**src/rtl/mrv32_pkg.sv**
```systemverilog
// mrv32_pkg: shared types and constants for the mrv32 decode stage.
//   instr_class_t - 4-bit instruction class, CL_ILLEGAL = 0
//   OPC_*         - RV32I major opcodes (instr[6:0])
//   dec_bundle_t  - decoded bundle handed from decode to execute
//   dec_state_t   - decode holding-register occupancy
package mrv32_pkg;

  localparam int unsigned XLEN   = 32;
  localparam int unsigned REG_AW = 5;
  localparam int unsigned OPC_W  = 7;

  typedef enum logic [3:0] {
    CL_ILLEGAL = 4'd0,
    CL_LUI     = 4'd1,
    CL_AUIPC   = 4'd2,
    CL_JAL     = 4'd3,
    CL_JALR    = 4'd4,
    CL_BRANCH  = 4'd5,
    CL_LOAD    = 4'd6,
    CL_STORE   = 4'd7,
    CL_OPIMM   = 4'd8,
    CL_OP      = 4'd9,
    CL_FENCE   = 4'd10,
    CL_SYSTEM  = 4'd11
  } instr_class_t;

  localparam logic [OPC_W-1:0] OPC_LUI    = 7'b0110111;
  localparam logic [OPC_W-1:0] OPC_AUIPC  = 7'b0010111;
  localparam logic [OPC_W-1:0] OPC_JAL    = 7'b1101111;
  localparam logic [OPC_W-1:0] OPC_JALR   = 7'b1100111;
  localparam logic [OPC_W-1:0] OPC_BRANCH = 7'b1100011;
  localparam logic [OPC_W-1:0] OPC_LOAD   = 7'b0000011;
  localparam logic [OPC_W-1:0] OPC_STORE  = 7'b0100011;
  localparam logic [OPC_W-1:0] OPC_OPIMM  = 7'b0010011;
  localparam logic [OPC_W-1:0] OPC_OP     = 7'b0110011;
  localparam logic [OPC_W-1:0] OPC_FENCE  = 7'b0001111;
  localparam logic [OPC_W-1:0] OPC_SYSTEM = 7'b1110011;

  typedef struct packed {
    logic [XLEN-1:0]   pc;
    instr_class_t      cls;
    logic [2:0]        funct3;
    logic              funct7b5;
    logic [REG_AW-1:0] rd;
    logic [REG_AW-1:0] rs1;
    logic [REG_AW-1:0] rs2;
    logic [XLEN-1:0]   imm;
    logic              rs1_en;
    logic              rs2_en;
    logic              rd_we;
    logic              illegal;
  } dec_bundle_t;

  typedef enum logic {
    DEC_EMPTY = 1'b0,
    DEC_FULL  = 1'b1
  } dec_state_t;

endpackage

```
**src/rtl/mrv32_imm_gen.sv**
```systemverilog
// mrv32_imm_gen: combinational RV32I immediate extraction, selected by class.
//   i_instr  - instruction word
//   i_cls    - decoded instruction class
//   o_imm_c  - sign-extended immediate (0 for OP/FENCE/ILLEGAL)
module mrv32_imm_gen
  import mrv32_pkg::*;
(
  input  logic [XLEN-1:0] i_instr,
  input  instr_class_t    i_cls,
  output logic [XLEN-1:0] o_imm_c
);

  logic w_s;
  assign w_s = i_instr[31];

  // Format select; SYSTEM uses the I-format (CSR address field)
  always_comb begin
    o_imm_c = '0;
    case (i_cls)
      CL_JALR, CL_LOAD, CL_OPIMM, CL_SYSTEM:
        o_imm_c = {{20{w_s}}, i_instr[31:20]};
      CL_STORE:
        o_imm_c = {{20{w_s}}, i_instr[31:25], i_instr[11:7]};
      CL_BRANCH:
        o_imm_c = {{19{w_s}}, w_s, i_instr[7], i_instr[30:25], i_instr[11:8], 1'b0};
      CL_LUI, CL_AUIPC:
        o_imm_c = {i_instr[31:12], 12'b0};
      CL_JAL:
        o_imm_c = {{11{w_s}}, w_s, i_instr[19:12], i_instr[20], i_instr[30:21], 1'b0};
      default:
        o_imm_c = '0;
    endcase
  end

endmodule

```
**src/rtl/mrv32_decode.sv**
```systemverilog
// mrv32_decode: RV32I decode stage with a one-entry output holding register.
//   clk, rst_n          - clock, async active-low reset
//   instr, pc           - fetched word and its PC, valid only with instr_valid
//   instr_valid         - single-cycle fetch pulse
//   flush               - drop held and same-cycle incoming instruction
//   d_valid / d_ready   - handshake to execute
//   d_pc .. d_illegal   - registered decoded bundle
//   ovf_err             - sticky: pulse arrived while full and not draining
module mrv32_decode
  import mrv32_pkg::*;
#(
  parameter bit ILLEGAL_ZERO = 1'b1,
  parameter bit EN_SYSTEM    = 1'b1
) (
  input  logic              clk,
  input  logic              rst_n,
  input  logic [XLEN-1:0]   instr,
  input  logic [XLEN-1:0]   pc,
  input  logic              instr_valid,
  input  logic              flush,
  output logic              d_valid,
  input  logic              d_ready,
  output logic [XLEN-1:0]   d_pc,
  output logic [3:0]        d_class,
  output logic [2:0]        d_funct3,
  output logic              d_funct7b5,
  output logic [REG_AW-1:0] d_rd,
  output logic [REG_AW-1:0] d_rs1,
  output logic [REG_AW-1:0] d_rs2,
  output logic [XLEN-1:0]   d_imm,
  output logic              d_rs1_en,
  output logic              d_rs2_en,
  output logic              d_rd_we,
  output logic              d_illegal,
  output logic              ovf_err
);

  dec_state_t   r_state;
  dec_state_t   w_state_nxt;
  dec_bundle_t  r_bundle;
  dec_bundle_t  w_bundle;
  logic         r_ovf;
  logic         w_capture;
  logic         w_ovf_set;

  logic [OPC_W-1:0] w_opcode;
  logic [2:0]       w_f3;
  logic [6:0]       w_f7;
  logic [REG_AW-1:0] w_rd;
  instr_class_t     w_cls;
  logic             w_bad;
  logic [XLEN-1:0]  w_imm;

  assign w_opcode = instr[6:0];
  assign w_f3     = instr[14:12];
  assign w_f7     = instr[31:25];
  assign w_rd     = instr[11:7];

  // Class lookup plus per-opcode encoding legality; illegal collapses to CL_ILLEGAL
  always_comb begin
    w_cls = CL_ILLEGAL;
    w_bad = 1'b0;
    case (w_opcode)
      OPC_LUI:    w_cls = CL_LUI;
      OPC_AUIPC:  w_cls = CL_AUIPC;
      OPC_JAL:    w_cls = CL_JAL;
      OPC_JALR: begin
        w_cls = CL_JALR;
        w_bad = (w_f3 != 3'b000);
      end
      OPC_BRANCH: begin
        w_cls = CL_BRANCH;
        w_bad = (w_f3 == 3'b010) || (w_f3 == 3'b011);
      end
      OPC_LOAD: begin
        w_cls = CL_LOAD;
        w_bad = (w_f3 == 3'b011) || (w_f3[2:1] == 2'b11);
      end
      OPC_STORE: begin
        w_cls = CL_STORE;
        w_bad = (w_f3 > 3'b010);
      end
      OPC_OPIMM: begin
        w_cls = CL_OPIMM;
        w_bad = ((w_f3 == 3'b001) && (w_f7 != 7'b0000000)) ||
                ((w_f3 == 3'b101) && (w_f7 != 7'b0000000) && (w_f7 != 7'b0100000));
      end
      OPC_OP: begin
        w_cls = CL_OP;
        w_bad = ((w_f7 != 7'b0000000) && (w_f7 != 7'b0100000)) ||
                ((w_f7 == 7'b0100000) && (w_f3 != 3'b000) && (w_f3 != 3'b101));
      end
      OPC_FENCE:  w_cls = CL_FENCE;
      OPC_SYSTEM: if (EN_SYSTEM) w_cls = CL_SYSTEM;
      default:    w_cls = CL_ILLEGAL;
    endcase
    if (instr[1:0] != 2'b11) w_bad = 1'b1;
    if (ILLEGAL_ZERO && (instr == '0)) w_bad = 1'b1;
    if (w_bad) w_cls = CL_ILLEGAL;
  end

  mrv32_imm_gen u_imm_gen (
    .i_instr (instr),
    .i_cls   (w_cls),
    .o_imm_c (w_imm)
  );

  // Assemble the bundle; enables derive from the final (post-legality) class
  always_comb begin
    w_bundle          = '0;
    w_bundle.pc       = pc;
    w_bundle.cls      = w_cls;
    w_bundle.funct3   = w_f3;
    w_bundle.funct7b5 = instr[30];
    w_bundle.rd       = w_rd;
    w_bundle.rs1      = instr[19:15];
    w_bundle.rs2      = instr[24:20];
    w_bundle.imm      = w_imm;
    w_bundle.illegal  = (w_cls == CL_ILLEGAL);
    case (w_cls)
      CL_LUI, CL_AUIPC, CL_JAL: begin
        w_bundle.rd_we = (w_rd != '0);
      end
      CL_JALR, CL_LOAD, CL_OPIMM: begin
        w_bundle.rs1_en = 1'b1;
        w_bundle.rd_we  = (w_rd != '0);
      end
      CL_BRANCH, CL_STORE: begin
        w_bundle.rs1_en = 1'b1;
        w_bundle.rs2_en = 1'b1;
      end
      CL_OP: begin
        w_bundle.rs1_en = 1'b1;
        w_bundle.rs2_en = 1'b1;
        w_bundle.rd_we  = (w_rd != '0);
      end
      default: ;
    endcase
  end

  // Occupancy state register
  always_ff @(posedge clk or negedge rst_n) begin
    if (!rst_n) r_state <= DEC_EMPTY;
    else        r_state <= w_state_nxt;
  end

  // Next state, capture strobe and overflow detect; flush overrides everything
  always_comb begin
    w_state_nxt = r_state;
    w_capture   = 1'b0;
    w_ovf_set   = 1'b0;
    if (flush) begin
      w_state_nxt = DEC_EMPTY;
    end else begin
      case (r_state)
        DEC_EMPTY: begin
          if (instr_valid) begin
            w_capture   = 1'b1;
            w_state_nxt = DEC_FULL;
          end
        end
        DEC_FULL: begin
          if (d_ready) begin
            if (instr_valid) w_capture   = 1'b1;
            else             w_state_nxt = DEC_EMPTY;
          end else if (instr_valid) begin
            w_ovf_set = 1'b1;
          end
        end
        default: w_state_nxt = DEC_EMPTY;
      endcase
    end
  end

  // Bundle holding register and sticky overflow flag
  always_ff @(posedge clk or negedge rst_n) begin
    if (!rst_n) begin
      r_bundle <= '0;
      r_ovf    <= 1'b0;
    end else begin
      if (w_capture) r_bundle <= w_bundle;
      if (w_ovf_set) r_ovf    <= 1'b1;
    end
  end

  assign d_valid    = (r_state == DEC_FULL);
  assign d_pc       = r_bundle.pc;
  assign d_class    = r_bundle.cls;
  assign d_funct3   = r_bundle.funct3;
  assign d_funct7b5 = r_bundle.funct7b5;
  assign d_rd       = r_bundle.rd;
  assign d_rs1      = r_bundle.rs1;
  assign d_rs2      = r_bundle.rs2;
  assign d_imm      = r_bundle.imm;
  assign d_rs1_en   = r_bundle.rs1_en;
  assign d_rs2_en   = r_bundle.rs2_en;
  assign d_rd_we    = r_bundle.rd_we;
  assign d_illegal  = r_bundle.illegal;
  assign ovf_err    = r_ovf;

endmodule

```
**config.mk**
```make
export PLATFORM = sky130hd
export DESIGN_NAME = mrv32_decode
export DESIGN_NICKNAME = d
export VERILOG_FILES = /design/src/rtl/mrv32_pkg.sv /design/src/rtl/mrv32_imm_gen.sv /design/src/rtl/mrv32_decode.sv
export SDC_FILE = /design/constraint.sdc
export NUM_CORES = 1
export LEC_CHECK = 0
export ABC_AREA = 1
export CAP_MARGIN = 30
export CORE_MARGIN = 2
export CORE_UTILIZATION = 45
export CTS_CLUSTER_DIAMETER = 100
export DETAILED_ROUTE_END_ITERATION = 7
export GPL_TIMING_DRIVEN = 0
export PLACE_DENSITY = 0.88
export RECOVER_POWER = 100
export SLEW_MARGIN = 20
export SYNTH_ARGS = -nofsm -noshare
export SYNTH_HDL_FRONTEND = slang
export SYNTH_SLANG_ARGS = --single-unit
```
**constraint.sdc**
```tcl
create_clock -name clk -period 1.67 [get_ports clk]
set_input_delay 0.4175 -clock clk [delete_from_list [all_inputs] [get_ports clk]]
set_output_delay 0.4175 -clock clk [all_outputs]
set_load 0.03 [all_outputs]
```
==> flow_metrics.env <==
export IMPL_clock_sinks=93
export IMPL_p_leak_uw=0.00416
export IMPL_layout_commonest_cell="nand2_1"
export IMPL_crit_start="instr[3]"
export IMPL_ys_top_cells_by_area="dfrtp_1 51%, nand2_1 26%, nand3_1 3.7%"
export IMPL_use_met1=0.376
export IMPL_ant_nets=0
export IMPL_place_inst=922
export IMPL_dp_slack_ns=-1.09
export IMPL_ys_types=27
export IMPL_max_cap_violations=0
export IMPL_r2r_end="d_imm[20]"
export IMPL_synth_fp_nets=697
export IMPL_fmaxAchievable_mhz=531
export IMPL_vdd_ir_drop_max_uv=491
export IMPL_start_util=0.468
export IMPL_dp_hpwl_mm=10.6
export IMPL_yosysSeqAreaShare=0.507
export IMPL_total_power_uw=5500
export IMPL_globalRouteMet3Util=0.0412
export IMPL_die_x_um=105
export IMPL_gr_total_overflow=0
export IMPL_synth_seq_cells=93
export IMPL_fin_setup_tns_ns=-5.42
export IMPL_worst_ep_required_time_ns=1.97
export IMPL_drv_slew=0
export IMPL_yosysWarnings=0
export IMPL_grt_pass1_wl_mm=24.7
export IMPL_setup_ws_ns=-0.212
export IMPL_area_delta_synth_final_pct=59.2
export IMPL_vias=5135
export IMPL_hold_viol=0
export IMPL_layout_min_cycle_time_ns=1.88
export IMPL_grt_total_usage=0.278
export IMPL_syn_area_per_cell_um2=7.31
export IMPL_first_pass_iters=5
export IMPL_crit_type="in -> reg"
export IMPL_drive_gt1_frac=0.286
export IMPL_cp_max_fo=6
export IMPL_critPathLaunchType="input pin"
export IMPL_antenna_found_initial=0
export IMPL_tightest_slew_ns=0.858
export IMPL_grt_max_degree=58
export IMPL_p_per_area_mw_per_mm2=753
export IMPL_slew_headroom=0.428
export IMPL_dieArea_mm2=0.0110
export IMPL_violations="negative setup slack"
export IMPL_skew_ns=0.00909
export IMPL_clk_latency_ns=0.37
export IMPL_wl_per_cell_um=16.0
export IMPL_clk_pin_slew_ns=0.10
export IMPL_core_area_mm2=0.00982
export IMPL_antenna_cells=0
export IMPL_cp_data_arrival_time_ns=2.18
export IMPL_remaining_drc_errors=0
export IMPL_endpoint="d_imm[24]"
export IMPL_synthesis_area_mm2=0.00459
export IMPL_drt_iter0_drc=419
export IMPL_design_area_mm2=0.00731
export IMPL_netlist_instances=628
export IMPL_grt_pass1_vias=5060
export IMPL_hold_path_class="in -> async"
export IMPL_fin_cells=990
export IMPL_ioPinCount=162
export IMPL_cts_buffers=9
export IMPL_rr_worst_depth=6
export IMPL_rows=36
export IMPL_setup_viol=36
export IMPL_outcome="finished with violations"
export IMPL_period_share=1.13
export IMPL_rrSetupSlack_ns=0.20
export IMPL_cts_tree="built"
export IMPL_place_gp_congestion=0.940
export IMPL_wirelength_mm=15.9
export IMPL_io_buffers=160
export IMPL_placed_area_mm2=0.00648
export IMPL_final_cell_mix="273 x nand2_1, 95 x dlygate4sd2_1, 93 x dfrtp_1"
export IMPL_rsz0062_at_grt="true"
export IMPL_root_buffer="clkbuf_8"
export IMPL_cp_end_kind="flop"
export IMPL_htreeDepth=3
export IMPL_drt_vias_per_instance=5.19
export IMPL_synth_top_area_share=0.507
export IMPL_synth_area_leader_cell="dfrtp_1"
export IMPL_busiest_layer="met2"
export IMPL_die_h_um=105
export IMPL_layout_nets=921
export IMPL_cts_path_max_buffers=2
export IMPL_reg2reg_from="d_valid"
export IMPL_met2_usage=0.454
==> power breakdown <==
part           switching, uW  total [uW]  internal, uW
combinational            971        1490           518
clock                    879        1440           563
sequential               113        2570          2460
==> per-stage QoR <==
| stage | util | hold slack (ns) |
|---|---|---|
| 3_3_place_gp | 0.657 | 0.452 |
| 5_1_grt | 0.744 | 0.212 |
| 3_5_place_dp | 0.660 | 0.407 |
| 2_1_floorplan | - | 0.122 |
| 4_1_cts | 0.714 | 0.00381 |
| 6_report | 0.744 | 0.147 |
==> synthesized netlist by cell type (all sizes together) <==
library cell / instances
nand3: 41
nor2: 45
nand3b: 2
buf: 9
nor3: 2
o22ai: 4
a21oi: 1
dfrtp: 93
nand4: 11
nand2: 318
inv: 52
o211ai: 1
clkbuf: 17
o21ai: 30
and3: 1
a31o: 1
==> state kept, by name, summed over array words and instances, names as in the netlist, 3 cells and up <==
name      cells
d_rs1         5
d_rd          5
d_funct3      3
d_rs2         5
d_imm        32
d_pc         32
d_class       4
==> layer usage <==
metal,vias to the layer above,part of all wire,routed length (um)
met4,0,0.039,613
met3,62,0.080,1260
met2,281,0.48,7690
met1,2392,0.40,6310
li1,2400,-,-
met5,-,0,0
==> critical path: stages <==
cell and delay (ns):
buf_8 0.11, inv_4 0.06, nand2_4 0.05, nor2_4 0.19, buf_6 0.13, nand4_1 0.17, o211ai_1 0.20, buf_4 0.17
nand4_4 0.11, nand3_4 0.14, nand2_4 0.09, buf_6 0.14, nand2_2 0.06, nand2_1 0.05, nand2_1 0.07
==> area by class of cell <==
class	instances	area (um2)
inverters	52	220
fillers	770	2510
well taps	133	166
plain buffers	26	165
multi-input cells	458	2390
clock buffers	9	124
clock inverters	7	55.1
repair buffers	212	1860
flip-flops and latches	93	2330
==> logic make-up after synthesis <==
group,synth area share
flops,0.507
simple gates,0.382
buf+inv,0.0687
compound gates,0.0428
==> how the worst min path moves through the flow <==
stage	start	to	cells after the start
2_1_floorplan	rst_n	d_class[0]	0
3_3_place_gp	ovf_err	ovf_err	1
3_5_place_dp	rst_n	d_pc[17]	1
4_1_cts	rst_n	d_pc[17]	1
5_1_grt	rst_n	d_pc[13]	1
6_report	rst_n	d_pc[17]	1
==> timing repair <==
item                       4_1_cts  5_1_grt
setup endpoints to repair      184       91
resized for setup              276      111
pin swaps                       77       66
hold buffers                     0        0
cloned                           5        0
setup buffers                   32       15
No activity file was read; power rests on OpenSTA's default activity.
